`config.mk`:
```
export PLATFORM = sky130hd
export DESIGN_NAME = itch_stream_parser
export DESIGN_NICKNAME = d
export VERILOG_FILES = /design/src/rtl/itch_stream_parser.sv
export SDC_FILE = /design/constraint.sdc
export NUM_CORES = 1
export LEC_CHECK = 0
export BUFFER_PORTS_ARGS = -buffer_cell sky130_fd_sc_hd__buf_2
export CAP_MARGIN = 20
export CORE_ASPECT_RATIO = 1.75
export CORE_UTILIZATION = 25
export CTS_BUF_LIST = sky130_fd_sc_hd__clkbuf_16
export DETAILED_ROUTE_END_ITERATION = 7
export PLACE_DENSITY = 0.42
export RECOVER_POWER = 25
export SLEW_MARGIN = 20
export SYNTH_ARGS = -nofsm -noshare
export SYNTH_HDL_FRONTEND = slang
export SYNTH_SLANG_ARGS = --single-unit
```
`constraint.sdc`:
```
create_clock -name i_clk -period 4.4 [get_ports i_clk]
set_input_delay 0 -clock i_clk [delete_from_list [all_inputs] [get_ports i_clk]]
set_output_delay 0 -clock i_clk [all_outputs]
set_load 0.02 [all_outputs]
```
`src/rtl/itch_stream_parser.sv`:
```
// itch_stream_parser: streaming ITCH order decoder.
// Takes one REG_WIDTH word per valid/ready beat (7 beats per message),
// assembles the order fields and presents each supported order once on a
// registered valid/ready output. Unsupported types and broken framing are
// dropped and counted in a saturating error counter.
// Optional feature: define PARSER_TIMESTAMP_EN to keep word 1 and expose it
// on o_timestamp; otherwise word 1 is discarded.
module itch_stream_parser #(
    parameter int REG_WIDTH = 32,
    parameter int SYM_W     = 2,
    parameter int QTY_W     = 16,
    parameter int ERR_W     = 8
) (
    input  logic                 i_clk,
    input  logic                 i_rst,
    input  logic [REG_WIDTH-1:0] i_data,
    input  logic                 i_valid,
    input  logic                 i_sop,
    output logic                 o_ready,
    output logic                 o_valid,
    input  logic                 i_ready,
    output logic [SYM_W-1:0]     o_stock_symbol,
    output logic [REG_WIDTH-1:0] o_order_id,
    output logic [REG_WIDTH-1:0] o_price,
    output logic [QTY_W-1:0]     o_quantity,
    output logic [1:0]           o_order_type,
    output logic                 o_trade_type,
    output logic [ERR_W-1:0]     o_err_cnt
`ifdef PARSER_TIMESTAMP_EN
    ,
    output logic [REG_WIDTH-1:0] o_timestamp
`endif
);

    typedef enum logic [1:0] {
        HDR  = 2'd0,
        BODY = 2'd1,
        HOLD = 2'd2
    } state_t;

    state_t               state_q, state_d;
    logic [2:0]           cnt_q, cnt_d;

    // Working copy of the message being assembled
    logic [1:0]           type_q, type_d;
    logic                 buy_q, buy_d;
    logic [REG_WIDTH-1:0] id_q, id_d;
    logic [QTY_W-1:0]     qty_q, qty_d;
    logic [SYM_W-1:0]     sym_q, sym_d;

    // Presented order, loaded only when a complete supported message lands
    logic                 valid_q, valid_d;
    logic [1:0]           out_type_q, out_type_d;
    logic                 out_buy_q, out_buy_d;
    logic [REG_WIDTH-1:0] out_id_q, out_id_d;
    logic [REG_WIDTH-1:0] out_price_q, out_price_d;
    logic [QTY_W-1:0]     out_qty_q, out_qty_d;
    logic [SYM_W-1:0]     out_sym_q, out_sym_d;

    logic [ERR_W-1:0]     err_q, err_d;

`ifdef PARSER_TIMESTAMP_EN
    logic [REG_WIDTH-1:0] ts_q, ts_d;
    logic [REG_WIDTH-1:0] out_ts_q, out_ts_d;
`endif

    logic beat;
    logic take_hdr;
    logic err_inc;

    assign o_ready = (state_q != HOLD) || i_ready;
    assign beat    = i_valid && o_ready;

    // Next-state, field capture and error accounting
    always_comb begin
        state_d     = state_q;
        cnt_d       = cnt_q;
        type_d      = type_q;
        buy_d       = buy_q;
        id_d        = id_q;
        qty_d       = qty_q;
        sym_d       = sym_q;
        valid_d     = valid_q;
        out_type_d  = out_type_q;
        out_buy_d   = out_buy_q;
        out_id_d    = out_id_q;
        out_price_d = out_price_q;
        out_qty_d   = out_qty_q;
        out_sym_d   = out_sym_q;
        err_d       = err_q;
`ifdef PARSER_TIMESTAMP_EN
        ts_d        = ts_q;
        out_ts_d    = out_ts_q;
`endif
        take_hdr    = 1'b0;
        err_inc     = 1'b0;

        case (state_q)
            HDR: begin
                if (beat) begin
                    if (i_sop) take_hdr = 1'b1;
                    else       err_inc  = 1'b1;
                end
            end
            BODY: begin
                if (beat) begin
                    if (i_sop) begin
                        // A new header cuts the partial message short
                        take_hdr = 1'b1;
                        err_inc  = 1'b1;
                    end else begin
                        cnt_d = cnt_q + 3'd1;
                        case (cnt_q)
`ifdef PARSER_TIMESTAMP_EN
                            3'd1: ts_d = i_data;
`endif
                            3'd2: id_d  = i_data;
                            3'd3: qty_d = QTY_W'(i_data);
                            // Symbol shifts in w4 then w5, keeping the low SYM_W bits of {w4,w5}
                            3'd4, 3'd5: sym_d = SYM_W'({sym_q, i_data});
                            3'd6: begin
                                cnt_d = 3'd0;
                                if (type_q != 2'b11) begin
                                    valid_d     = 1'b1;
                                    out_type_d  = type_q;
                                    out_buy_d   = buy_q;
                                    out_id_d    = id_q;
                                    out_qty_d   = qty_q;
                                    out_sym_d   = sym_q;
                                    out_price_d = i_data;
`ifdef PARSER_TIMESTAMP_EN
                                    out_ts_d    = ts_q;
`endif
                                    state_d     = HOLD;
                                end else begin
                                    err_inc = 1'b1;
                                    state_d = HDR;
                                end
                            end
                            default: ;
                        endcase
                    end
                end
            end
            HOLD: begin
                if (i_ready) begin
                    valid_d = 1'b0;
                    state_d = HDR;
                    // The header of the next message may ride on the handshake cycle
                    if (beat) begin
                        if (i_sop) take_hdr = 1'b1;
                        else       err_inc  = 1'b1;
                    end
                end
            end
            default: state_d = HDR;
        endcase

        if (take_hdr) begin
            type_d  = i_data[1:0];
            buy_d   = i_data[16];
            cnt_d   = 3'd1;
            state_d = BODY;
        end

        if (err_inc && (err_q != {ERR_W{1'b1}})) begin
            err_d = err_q + 1'b1;
        end
    end

    // State, working fields and registered outputs
    always_ff @(posedge i_clk or posedge i_rst) begin
        if (i_rst) begin
            state_q     <= HDR;
            cnt_q       <= 3'd0;
            type_q      <= 2'd0;
            buy_q       <= 1'b0;
            id_q        <= '0;
            qty_q       <= '0;
            sym_q       <= '0;
            valid_q     <= 1'b0;
            out_type_q  <= 2'd0;
            out_buy_q   <= 1'b0;
            out_id_q    <= '0;
            out_price_q <= '0;
            out_qty_q   <= '0;
            out_sym_q   <= '0;
            err_q       <= '0;
`ifdef PARSER_TIMESTAMP_EN
            ts_q        <= '0;
            out_ts_q    <= '0;
`endif
        end else begin
            state_q     <= state_d;
            cnt_q       <= cnt_d;
            type_q      <= type_d;
            buy_q       <= buy_d;
            id_q        <= id_d;
            qty_q       <= qty_d;
            sym_q       <= sym_d;
            valid_q     <= valid_d;
            out_type_q  <= out_type_d;
            out_buy_q   <= out_buy_d;
            out_id_q    <= out_id_d;
            out_price_q <= out_price_d;
            out_qty_q   <= out_qty_d;
            out_sym_q   <= out_sym_d;
            err_q       <= err_d;
`ifdef PARSER_TIMESTAMP_EN
            ts_q        <= ts_d;
            out_ts_q    <= out_ts_d;
`endif
        end
    end

    assign o_valid        = valid_q;
    assign o_order_type   = out_type_q;
    assign o_trade_type   = out_buy_q;
    assign o_order_id     = out_id_q;
    assign o_price        = out_price_q;
    assign o_quantity     = out_qty_q;
    assign o_stock_symbol = out_sym_q;
    assign o_err_cnt      = err_q;
`ifdef PARSER_TIMESTAMP_EN
    assign o_timestamp    = out_ts_q;
`endif

endmodule

```
== Word-level counts from Yosys, hierarchy flattened ==
Index checks and enable logic that the tools add are counted.
Storage, ports and cells
  bits of input ports: 37
  ROM bits: 0
  bits in latches: 0
  register bits after elaboration: 152
  output and inout bits: 95
  RAM bits: 0
  memories kept: 0
  logic and storage cells: 85
Cells by class
  bitwise operators: 1
  multiplexer cells: 30
  divide/modulo/power cells: 0
  $mul: 0
  equality and inequality tests: 21
  shifts and indexed selects: 0
  magnitude comparators: 0
  $add $sub $neg: 2
  reduce and logical (&&, ||, !) cells: 16
Operator list (count)
  $ne A2 B2 Y1 const B: 8
  $mux W1: 15
  $mux W3: 5
  $mux W2: 6
  $ne A3 B3 Y1 const B: 4
  $reduce_and A4 Y1: 3
  $reduce_and A5 Y1: 2
  $eq A3 B3 Y1 const B: 3
  $add A8 B1 Y8 const B: 1
  $ne A8 B8 Y1 const B: 1
  $eq A3 B2 Y1 const B: 2
  $pmux W2 S3: 1
  $reduce_and A6 Y1: 1
  $reduce_bool A2 Y1: 3
  $pmux W1 S2: 2
  $reduce_or A2 Y1: 2
  $add A3 B1 Y3 const B: 1
  $pmux W1 S3: 1
  $reduce_and A3 Y1: 1
  $eq A2 B1 Y1 const B: 1
  $eq A2 B2 Y1 const B: 1
  $logic_and A1 B1 Y1: 2
  $logic_not A2 Y1: 1
  $ne A2 B1 Y1 const B: 1
  other kinds (2): 2

== Logic depth before layout (Yosys ltp) ==
  depth in word-level cells: 8
  depth in mapped cells: 7
  depth with buffers taken out: 5

== Worst setup path before layout ==
No wires, ideal clock.
  kind: flip-flop to flip-flop
  start point: register cnt_q[0]
  end point: register err_q[6] (netlist: o_err_cnt[6])
  slack: 2.688 ns
  arrival time: 1.588 ns
  stages on the path, launching flop included: 6
  buffers on the path: 0
  setup time: 0.125 ns
  clock period less this slack: 1.712 ns
  cells stage by stage: dfrtp_1 and3b_2 and4_1 o21ai_4 nor4_2 mux2_2
Between the ends
  word-level cells in the longest chain between the ends: 6
RTL lines
  start, declared: line 42  | logic [2:0] cnt_q, cnt_d;
  start signal, assigned: line 195  | cnt_q <= cnt_d;
  $eq A3 B3 Y1: line 113  | case (cnt_q)
  $mux W1: line 113
  $mux W1: line 107  | if (i_sop) begin
  $mux W1: line 106  | if (beat) begin
  $pmux W1 S3: line 98  | case (state_q)
  $logic_and A1 B1 Y1: line 166  | if (err_inc && (err_q != {ERR_W{1'b1}})) begin
  end signal, assigned: line 208  | err_q <= err_d;
  end, declared: line 60  | logic [ERR_W-1:0] err_q, err_d;
Every way passes these cells.
A chain may end at the register's enable or synchronous reset.

==> metrics.md <==
| Metric | Value |
|---|---|
| Status | finished with violations |
| Failing checks | capacitance limit, slew limit |
| Most frequent cells after synthesis | dfrtp_1, mux2_2, mux2_4, nand2_1, buf_2 |
| Slew Limit Fails | 63 |
| Number of global-route vias before repair | 3894 |
| R2R Path End | id_q[24] |
| Starting Density | 0.256 |
| Max Freq | 0.387 GHz |
| Final setup vio count | 0 |
| Buffers & Inverters on Critical Path | 4 |
| CTS sink cnt | 152 |
| Net switching power | 1.21 mW |
| RSZ-0062 raised after global routing | no |
| Combinational fraction of design power | 0.200 |
| Sequential cell area fraction in the yosys report | 0.632 |
| CTS tree | done |
| Chip Height | 207 um |
| Reg2Reg Depth | 5 |
| Nets | 590 |
| P_leak | 4.04 nW |
| Worst hold path class | primary input to register |
| Setup crit start kind | primary input |
| Core Util, Final | 0.336 |
| Critical Path AT | 3.08 ns |
| H-Tree Level Count | 4 |
| Total GRT Usage | 0.111 |
| Initial DRC count | 115 |
| Setup_tns | 0 ns |
| PD cells | 541 nW/um^2 |
| Via density | 4.22 |
| Int Power | 3.06 mW |
| Worst-margin pin slew | 2.83 ns |
| Count leader, synth | dfrtp_1 |
| Final cycle utilization of the critical path | 0.588 |
| Top delay family on crit path | buffers and inverters |
| Cts bufs inserted | 17 |
| IO Pins | 132 |
| Ranking of synthesized cells by area | dfrtp_1, mux2_2, mux2_4 |
| Hold Crit Start | i_ready |
| Post-Syn Nets | 414 |
| Pin count of the biggest net entering global routing | 63 |
| Row count | 74 |
| Area grow syn2layout | 31.4% |
| Synthesis Warnings | 0 |
| Worst-path maximum fanout | 62 |
| Fill cell count | 2384 |
| Relative slew slack | -0.900 |
| Core area | 23500 um^2 |
| Cells after synthesis | 375 |
| Reg area | 3800 um^2 |
| Port Buffers | 131 |
| # DRC | 0 |
| Synth Cell Area | 6020 um^2 |
| Clk Latency, worst-skew pair | 0.42 ns |
| Final wirelength | 13.0 mm |
| Max Root-Sink Buffers | 2 |
| CP endpoint kind | asynchronous set/reset pin |
| Die width | 119 um |
| Synth top area share | 0.632 |
| Diodes inserted | 0 |
| Flop-to-flop setup slack | 2.13 ns |
| Tmin final | 2.59 ns |
| CTS clock-pin slew for the worst setup and hold paths | 0.06 ns |
| Final ANT Viol Nets | 0 |
| Gpl congestion | 0.698 |
| Wire per inst | 15.0 um |
| Die area | 24700 um^2 |
| Area occupied by multi-input gates | 2090 um^2 |
| Slowest-stage cell, CP | clkinvlp_2 |
| CP Data Required Time | 4.90 ns |
| Prevailing post-synth register cell | dfrtp_1 |
| Drt first pass iters | 4 |
| Sw Ratio | 0.284 |
| Post-synth ARST share | 1.00 |
| Post-CTS setup buffer count | 0 |
| Peak VDD IR | 0.245 mV |
| Clock root buffer master | clkbuf_16 |
| DPL Wire Length | 8.52 mm |
| Vias | 3660 |
| Post-synth EDFFs | 0 |
| Leading area contributor after synthesis | dfrtp_1 |
| Global-route wire length before repair | 21.0 mm |
| Last element of the critical path | id_q[30] |
| Clock Skews | 0.00557 ns |
| Initial antenna violation count | 0 |
| Final Hold Fails | 0 |
| FF+latch count, synth | 152 |
| Hold slack | 0.359 ns |
| Total grt overflow | 0 |
| Worst path depth | 4 |
| Max cap viols | 1 |
| RR Startpoint | state_q[1] |
| Syn Area/Cell | 16.1 um^2 |
| Slowest stage delay, CP | 1.58 ns |
| Crit-path cells | dlygate4sd3_1, buf_2, clkinvlp_2, buf_4 |
| Clk network pwr share | 0.343 |
| Layout cells sized above 1 | 0.482 |
| Synth cell types | 36 |
| Launch point of the worst path | i_rst |
| Sequential Power Share | 0.457 |
| Crit path kind | primary input to asynchronous set/reset pin |
## placed cells by master, fill, tap and decap left out, types with 3 or more instances in the layout
| cell | count |
|---|---|
| inv_1 | 8 |
| buf_4 | 4 |
| mux2_2 | 112 |
| a21oi_1 | 4 |
| o21ai_0 | 5 |
| dlygate4sd3_1 | 36 |
| nand2_1 | 11 |
| clkbuf_1 | 39 |
| bufinv_16 | 3 |
| clkinvlp_4 | 4 |
| nor3_1 | 5 |
| clkbuf_16 | 17 |
| buf_2 | 92 |
| mux2_4 | 28 |
| xor2_1 | 6 |
| nor2_1 | 4 |
| dfrtp_1 | 152 |
## registers in the layout (all words and copies together) (netlist names), 3 cells and up
name        count
cnt_q           3
id_q           32
o_err_cnt       8
o_order_id     32
o_price        32
o_quantity     16
qty_q          16
## routing by layer
layer,track usage,up-vias,part of all wire
li1,-,1671,-
met1,0.122,1894,0.41
met2,0.196,85,0.53
met3,0.0335,10,0.041
met4,0.0491,0,0.017
met5,0,-,0
## repair_timing
item                                   4_1_cts  5_1_grt
endpoints found under the hold margin      150        0
hold buffers                                36        0
resized for setup                            0        0
## cells by family after synthesis
group / share of synthesized area
simple gates: 0.0395
fa+ha+maj: 0.00416
compound gates: 0.0154
xor+xnor: 0.00873
flops: 0.632
buf+inv: 0.0210
mux: 0.279
## power groups by stage
stage / Combinational (mW) / Clock (mW) / Sequential, mW
CTS: 0.890 / 1.52 / 1.96
global route: 0.928 / 1.57 / 2.01
finish: 0.857 / 1.47 / 1.96
detailed placement: 0.863 / 0 / 1.98
global placement: 0.840 / 0 / 1.96
floorplan: 0.435 / 0 / 2.11
## per-stage QoR
step                      setup WS [ns]  cells  power (mW)  instance area (um^2)
after CTS                          1.72    867        4.37                  7940
final                              1.81    868        4.28                  7910
after detailed placement           1.74    799        2.84                  6990
after global placement             1.81    799        2.80                  6990
after global routing               1.29    868        4.51                  7910
after floorplan                   0.307    375        2.55                  6020
## tightest hold or removal path: stages
cell	delay (ns)
dlygate4sd3_1	0.53
buf_2	0.12
a32oi_1	0.08
## area by class of cell
class | instances | share of cell area
Sequential cell | 152 | 0.481
Tap cell | 304 | 0.0481
Clock inverter | 15 | 0.0206
Inverter | 6 | 0.00301
Timing Repair Buffer | 172 | 0.130
Multi-Input combinational cell | 202 | 0.264
Clock buffer | 17 | 0.0538
## worst min-delay path by stage
| stage | endpoint | slack, ns | cells after the start |
|---|---|---|---|
| floorplan | cnt_q[2] | 0.09 | 1 |
| global placement | o_price[17] | 0.11 | 2 |
| detailed placement | o_price[17] | 0.13 | 2 |
| CTS | o_price[17] | 0.23 | 3 |
| global route | id_q[25] | 0.35 | 3 |
| finish | o_valid | 0.36 | 3 |
(Power assumes the default switching activity.)
